<file path="src/rtl/aes_session_ctrl_if.sv">
// Bus bundle between the SPI slave / AES core side and the session controller.
// Latency: none; this is wiring only.
// Backpressure: none; frames and core completions are single-cycle pulses.
//
// Signals:
//   cs           SPI chip select, active-low, already in the clk domain
//   frame_valid  1-cycle pulse: a 128-bit receive frame is complete
//   frame_data   received frame, valid with frame_valid
//   aes_start    1-cycle pulse: core begins encryption
//   aes_key      key presented to the core
//   aes_block    plaintext presented to the core
//   aes_done     1-cycle pulse from the core: aes_result is valid
//   aes_result   ciphertext from the core
//   tx_data      ciphertext presented to the SPI send path
//   tx_ready     tx_data holds fresh ciphertext awaiting readback
//   busy         controller is inside a session (not waiting for a frame)
//   err_timeout  sticky: core did not finish in time
//   err_overrun  sticky: a frame arrived while frames were not accepted
//
// The controller uses the slave modport; the surroundings use master.
interface aes_session_ctrl_if;
  logic         cs;
  logic         frame_valid;
  logic [127:0] frame_data;
  logic         aes_start;
  logic [127:0] aes_key;
  logic [127:0] aes_block;
  logic         aes_done;
  logic [127:0] aes_result;
  logic [127:0] tx_data;
  logic         tx_ready;
  logic         busy;
  logic         err_timeout;
  logic         err_overrun;

  modport slave (
    input  cs,
    input  frame_valid,
    input  frame_data,
    input  aes_done,
    input  aes_result,
    output aes_start,
    output aes_key,
    output aes_block,
    output tx_data,
    output tx_ready,
    output busy,
    output err_timeout,
    output err_overrun
  );

  modport master (
    output cs,
    output frame_valid,
    output frame_data,
    output aes_done,
    output aes_result,
    input  aes_start,
    input  aes_key,
    input  aes_block,
    input  tx_data,
    input  tx_ready,
    input  busy,
    input  err_timeout,
    input  err_overrun
  );
endinterface

</file>
<file path="src/rtl/aes_session_ctrl.sv">
// Sequences one AES session: key frame, plaintext frames, core run, ciphertext readback.
// Latency: plaintext frame -> aes_start 1 cycle; aes_done -> tx_ready 1 cycle; cs high in SEND -> idle 1 cycle.
// Backpressure: none; frames arriving mid-session are dropped and flagged in err_overrun.
//
// Ports:
//   clk    system clock, all logic on posedge
//   reset  asynchronous, active-low
//   bus    aes_session_ctrl_if.slave (SPI frame input, core control, readback, status)
//
// Parameters:
//   TIMEOUT_CYCLES  cycles allowed in WAIT_CORE before the session is aborted (>= 1)
//   CNT_W           timeout counter width, 2**CNT_W must exceed TIMEOUT_CYCLES
//   KEY_REUSE       1: keep the key and wait for another plaintext after readback
//                   0: require a fresh key frame after every readback
module aes_session_ctrl #(
  parameter int TIMEOUT_CYCLES = 64,
  parameter int CNT_W          = 8,
  parameter bit KEY_REUSE      = 1'b1
) (
  input  logic              clk,
  input  logic              reset,
  aes_session_ctrl_if.slave bus
);

  typedef enum logic [2:0] {
    WAIT_KEY  = 3'd0,
    WAIT_PT   = 3'd1,
    START     = 3'd2,
    WAIT_CORE = 3'd3,
    READY_TX  = 3'd4,
    SEND      = 3'd5
  } state_t;

  // Counter value seen on the last cycle the core is allowed to run.
  localparam logic [CNT_W-1:0] CNT_LAST = CNT_W'(TIMEOUT_CYCLES - 1);

  // Where a completed readback returns to.
  localparam state_t IDLE_AFTER_TX = KEY_REUSE ? WAIT_PT : WAIT_KEY;

  state_t           state;
  logic [CNT_W-1:0] cnt;

  // Single sequential block: state, counter and every output are registered.
  // busy is computed from the next state so it lines up with the state
  // register rather than lagging it by a cycle.
  always_ff @(posedge clk or negedge reset) begin
    if (!reset) begin
      state           <= WAIT_KEY;
      cnt             <= '0;
      bus.aes_start   <= 1'b0;
      bus.aes_key     <= '0;
      bus.aes_block   <= '0;
      bus.tx_data     <= '0;
      bus.tx_ready    <= 1'b0;
      bus.busy        <= 1'b0;
      bus.err_timeout <= 1'b0;
      bus.err_overrun <= 1'b0;
    end else begin
      // aes_start is high only during the START cycle.
      bus.aes_start <= 1'b0;

      case (state)
        WAIT_KEY: begin
          if (bus.frame_valid) begin
            bus.aes_key <= bus.frame_data;
            state       <= WAIT_PT;
          end
        end

        WAIT_PT: begin
          if (bus.frame_valid) begin
            bus.aes_block <= bus.frame_data;
            bus.aes_start <= 1'b1;
            bus.busy      <= 1'b1;
            state         <= START;
          end
        end

        START: begin
          cnt   <= '0;
          state <= WAIT_CORE;
          if (bus.frame_valid) begin
            bus.err_overrun <= 1'b1;
          end
        end

        WAIT_CORE: begin
          cnt <= cnt + 1'b1;
          if (bus.frame_valid) begin
            bus.err_overrun <= 1'b1;
          end
          // A completion on the timeout cycle still counts as success.
          if (bus.aes_done) begin
            bus.tx_data  <= bus.aes_result;
            bus.tx_ready <= 1'b1;
            state        <= READY_TX;
          end else if (cnt == CNT_LAST) begin
            // Abort: the key is no longer trusted, so a new key frame is needed.
            bus.err_timeout <= 1'b1;
            bus.busy        <= 1'b0;
            state           <= WAIT_KEY;
          end
        end

        READY_TX: begin
          if (bus.frame_valid) begin
            bus.err_overrun <= 1'b1;
          end
          if (!bus.cs) begin
            state <= SEND;
          end
        end

        SEND: begin
          if (bus.frame_valid) begin
            bus.err_overrun <= 1'b1;
          end
          // cs returning high marks the end of the readback transfer.
          if (bus.cs) begin
            bus.tx_ready <= 1'b0;
            bus.busy     <= 1'b0;
            state        <= IDLE_AFTER_TX;
          end
        end

        default: begin
          bus.busy <= 1'b0;
          state    <= WAIT_KEY;
        end
      endcase
    end
  end

endmodule

</file>
<file path="src/flat_wrapper.sv">
// flat-port wrapper written by rule: the top's interface ports become plain ports
module aes_session_ctrl_flat 
#(
  parameter int TIMEOUT_CYCLES = 64,
  parameter int CNT_W          = 8,
  parameter bit KEY_REUSE      = 1'b1
)
  (clk, reset, bus_cs, bus_frame_valid, bus_frame_data, bus_aes_done, bus_aes_result, bus_aes_start, bus_aes_key, bus_aes_block, bus_tx_data, bus_tx_ready, bus_busy, bus_err_timeout, bus_err_overrun);
  aes_session_ctrl_if bus_i ();
  input  logic clk;
  input  logic reset;
  input wire logic [$bits(bus_i.cs)-1:0] bus_cs;
  input wire logic [$bits(bus_i.frame_valid)-1:0] bus_frame_valid;
  input wire logic [$bits(bus_i.frame_data)-1:0] bus_frame_data;
  input wire logic [$bits(bus_i.aes_done)-1:0] bus_aes_done;
  input wire logic [$bits(bus_i.aes_result)-1:0] bus_aes_result;
  output wire logic [$bits(bus_i.aes_start)-1:0] bus_aes_start;
  output wire logic [$bits(bus_i.aes_key)-1:0] bus_aes_key;
  output wire logic [$bits(bus_i.aes_block)-1:0] bus_aes_block;
  output wire logic [$bits(bus_i.tx_data)-1:0] bus_tx_data;
  output wire logic [$bits(bus_i.tx_ready)-1:0] bus_tx_ready;
  output wire logic [$bits(bus_i.busy)-1:0] bus_busy;
  output wire logic [$bits(bus_i.err_timeout)-1:0] bus_err_timeout;
  output wire logic [$bits(bus_i.err_overrun)-1:0] bus_err_overrun;
  assign bus_i.cs = bus_cs;
  assign bus_i.frame_valid = bus_frame_valid;
  assign bus_i.frame_data = bus_frame_data;
  assign bus_i.aes_done = bus_aes_done;
  assign bus_i.aes_result = bus_aes_result;
  assign bus_aes_start = bus_i.aes_start;
  assign bus_aes_key = bus_i.aes_key;
  assign bus_aes_block = bus_i.aes_block;
  assign bus_tx_data = bus_i.tx_data;
  assign bus_tx_ready = bus_i.tx_ready;
  assign bus_busy = bus_i.busy;
  assign bus_err_timeout = bus_i.err_timeout;
  assign bus_err_overrun = bus_i.err_overrun;
  aes_session_ctrl #(.TIMEOUT_CYCLES(TIMEOUT_CYCLES), .CNT_W(CNT_W), .KEY_REUSE(KEY_REUSE)) u_core (.clk(clk), .reset(reset), .bus(bus_i));
endmodule
</file>
<file path="config.mk">
export PLATFORM = sky130hd
export DESIGN_NAME = aes_session_ctrl_flat
export DESIGN_NICKNAME = d
export VERILOG_FILES = /design/src/rtl/aes_session_ctrl_if.sv /design/src/rtl/aes_session_ctrl.sv /design/src/flat_wrapper.sv
export SDC_FILE = /design/constraint.sdc
export NUM_CORES = 1
export LEC_CHECK = 0
export ABC_AREA = 1
export CORE_AREA = 2 2 254 256
export CTS_CLUSTER_SIZE = 16
export DETAILED_ROUTE_END_ITERATION = 16
export DIE_AREA = 0 0 256 258
export RECOVER_POWER = 100
export SLEW_MARGIN = 20
export SYNTH_ARGS = -nofsm -noshare
export SYNTH_HDL_FRONTEND = slang
export SYNTH_SLANG_ARGS = --single-unit
</file>
<file path="constraint.sdc">
create_clock -name clk -period 4.6 [get_ports clk]
set_clock_uncertainty 0.05 [all_clocks]
set_input_delay 1.38 -clock clk [delete_from_list [all_inputs] [get_ports clk]]
set_output_delay 1.38 -clock clk [all_outputs]
set_load 0.02 [all_outputs]
</file>
==> impl_metrics.json <==
{
  "synth_enable_flop_cells": 0,
  "max_slew.worst_pin.slew_ns": 2.81,
  "hp-class": "reg2reg",
  "die_width_microns": 256,
  "yosys.cell_count.top_type": "nand2_1",
  "pwr-share-comb_pct": 44.2,
  "status": "finished, violations left",
  "p_int_mw": 10.3,
  "synth_area_leader_cell": "dfrtp_1",
  "hold_violations": 0,
  "setup_viol": 0,
  "rsz0062_at_grt": "no",
  "violations": "max-capacitance violations, max-slew violations",
  "syn_inst": 1608,
  "critPathTopFamily": "buffers and inverters",
  "path_class": "in2reg",
  "synth.area.mux_share_pct": 0,
  "cap_violations": 2,
  "dr.pass1.iters": 5,
  "drive_gt1_share_pct": 4.21,
  "synth_nets": 1872,
  "dieArea_sq_mm": 0.0660,
  "r2r_start": "u_core.state[2]$_DFFE_PN0P_",
  "routabilityCongestion": 0.882,
  "wl_per_cell_microns": 17.0,
  "cts_setup_buffers": 0,
  "irDropWorstVdd_v": 0.000512,
  "m1WireLength_mm": 21.8,
  "hp-start": "u_core.bus.busy$_DFFE_PN0P_",
  "r2r-end": "u_core.bus.tx_data[57]$_DFFE_PN0P_",
  "min_to": "u_core.bus.busy$_DFFE_PN0P_",
  "synth_compound_area_share_pct": 8.97,
  "swShare_pct": 40.3,
  "period_share_pct": 80.7,
  "pin_count": 650,
  "cts_tree": "done",
  "clk_pin_slew_ns": 0.06,
  "cts.repair.resized": 0,
  "routed_wl_mm": 53.3,
  "route.met3.wl_mm": 3.65,
  "crit_chain": "dlygate4sd3_1 -> nand4_4 -> buf_4 -> clkinv_2 -> dlymetal6s2s_1 -> nand2_1 -> nand2_1",
  "ant_nets": 0,
  "pwr-share-clk_pct": 21.0,
  "synth-adder-area-share_pct": 0.249,
  "start_util_pct": 23.7,
  "worstRegToRegCells": 7,
  "slew_violations": 94,
  "synth_top_area_share_pct": 66.3,
  "antenna_found_initial": 1,
  "io_buffers": 649,
  "die_y_microns": 258,
  "post-dp-hpwl_mm": 39.5,
  "ys_ff_latch": 400,
  "clk_latency_ns": 0.57,
  "cts_max_level": 2,
  "highest_layer": "met5",
  "path_buf_inv": 4,
  "async_flop_share_pct": 100,
  "crit_top_cell": "nand2_1",
  "finalSetupTns_ns": 0,
  "endpoint_kind": "flip-flop",
  "final_nets": 2509,
  "cts-root-buf": "clkbuf_16",
  "worst-r2r-setup-slack_ns": 1.58,
  "startpoint": "bus_aes_done",
  "grt_max_degree": 203,
  "powerDensity_mw_per_mm2": 723,
  "syn2layout_area_growth_pct": 58.9,
  "clock_sinks": 400,
  "grt-ovfl-total": 0,
  "cts_buffer_depth": 3,
  "postSynthAreaPerCell_sq_um": 9.38,
  "core-area_sq_mm": 0.0636,
  "viasPerCell": 4.16,
  "seq_area_frac_synth_pct": 66.3,
  "synth_top_family_by_area": "simple AND/OR/NAND/NOR gates",
  "synth_xor_area_share_pct": 0,
  "row_count": 93,
  "synthSimpleGateAreaFrac_pct": 17.9,
  "cts_inserted_buffers": 46,
  "grt_pass1_vias": 13200,
  "num_vias": 13000,
  "fmax_ghz": 0.269,
  "worstPathRequired_ns": 4.99,
  "cp-start-kind": "primary input",
  "ys_top_cells_by_count": "nand2_1, dfrtp_1, o21ai_1",
  "post_synth_num_cell_types": 24,
  "p_sw_mw": 6.99,
  "drc": 0,
  "yosysWarnings": 0,
  "pwr-share-seq_pct": 34.8,
  "track_usage_pct": 15.7,
  "netlist_area_sq_mm": 0.0151,
  "cp_data_arrival_time_ns": 4.11,
  "p_leak_nw": 11.9,
  "synthTopCellsByArea": "dfrtp_1, nand2_1, o21ai_1",
  "worst_path_max_delay_cell": "dlymetal6s2s_1",
  "hold_depth": 2,
  "drtIter0Drc": 1090,
  "worstPathMaxFanout": 42,
  "hold_buffers": 0,
  "fin_util_pct": 37.7,
  "slew_headroom_pct": -87.3,
  "ys.flop_type": "dfrtp_1",
  "dr_wl_met2_mm": 26.4,
  "cp_slowest_stage_delay_ns": 0.73,
  "period_needed_ns": 3.71,
  "grt_first_pass_wirelength_mm": 81.2
}
power groups by stage:
stage / Sequential (mW) / Clock, mW / Combinational, mW
floorplan: 7.93 / 0 / 2.14
global placement: 6.08 / 0 / 8.35
detailed placement: 6.12 / 0 / 8.45
CTS: 6.09 / 3.77 / 8.49
global route: 6.22 / 3.93 / 8.30
finish: 6.03 / 3.65 / 7.66
state kept, by name (all words and copies together) (netlist names):
name,cells
u_core.bus.err_overrun,1
u_core.cnt,8
u_core.state,3
u_core.bus.aes_block,128
u_core.bus.aes_start,1
u_core.bus.tx_ready,1
u_core.bus.err_timeout,1
u_core.bus.aes_key,128
u_core.bus.busy,1
u_core.bus.tx_data,128
worst min-delay path, delay by kind of cell (launching register included):
family	cells	cell delay, ns
flip-flops	1	0.34
AND/OR/NAND/NOR	2	0.10
cell families (layout without fill, tap and decap cells):
kind of cell,count (synthesis),in the layout
AOI/OAI and AO/OA,268,268
adders and majority gates,3,3
buffers and inverters,230,900
DFF,400,400
other,0,1
and+or+nand+nor,707,707
placed cells by master (no fill, tap or decap), types with 2 or more instances in the layout:
cell,instances
dlygate4sd3_1,391
clkbuf_8,10
buf_4,9
nand3_1,6
o21ai_1,5
nand2_1,676
nor3_1,4
clkdlybuf4s50_1,257
buf_12,6
clkbuf_16,47
nand4_1,2
nand3_4,2
clkbuf_1,18
nor2_2,2
bufinv_16,2
clkinv_2,7
ha_1,3
o21ai_0,253
nor3b_1,2
nor2_1,12
a21oi_1,6
clkbuf_2,4
dfrtp_1,400
inv_1,143
clkinv_8,2
area by class of cell:
class	count	area [sq um]
diodes	1	2.50
clock buffers	69	1360
clock inverters	12	139
fillers	6352	39700
inverters	145	546
multi-input cells	978	4120
flip-flops and latches	400	10000
well taps	855	1070
repair buffers	674	6730
per-stage QoR:
stage | instance area [sq um] | hold WS [ns] | worst slack, ns | power, mW | std cells
2_1_floorplan | 15100 | 0.425 | 2.44 | 10.1 | 1608
3_3_place_gp | 22500 | 0.405 | 0.949 | 14.4 | 3052
3_5_place_dp | 22500 | 0.405 | 0.903 | 14.6 | 3052
4_1_cts | 24000 | 0.427 | 1.38 | 18.4 | 3133
5_1_grt | 24000 | 0.437 | 0.687 | 18.5 | 3133
6_report | 24000 | 0.416 | 0.888 | 17.3 | 3134
routing by layer:
metal	up-vias	track usage [%]
met4	2	5.36
met2	427	26.2
li1	6261	-
met1	6266	19.5
met3	93	4.27
met5	-	0
how the worst max path moves through the flow:
| stage | slack (ns) | cells past startpoint | to |
|---|---|---|---|
| after floorplan | 2.44 | 5 | u_core.state[2]$_DFFE_PN0P_ |
| after global placement | 0.95 | 6 | u_core.bus.aes_block[37]$_DFFE_PN0P_ |
| after detailed placement | 0.90 | 6 | u_core.bus.aes_block[32]$_DFFE_PN0P_ |
| after CTS | 1.38 | 1 | bus_aes_block[45] |
| after global routing | 0.69 | 2 | u_core.bus.aes_key[28]$_DFFE_PN0P_ |
| final | 0.89 | 7 | u_core.bus.tx_data[57]$_DFFE_PN0P_ |
(Power assumes the default switching activity.)
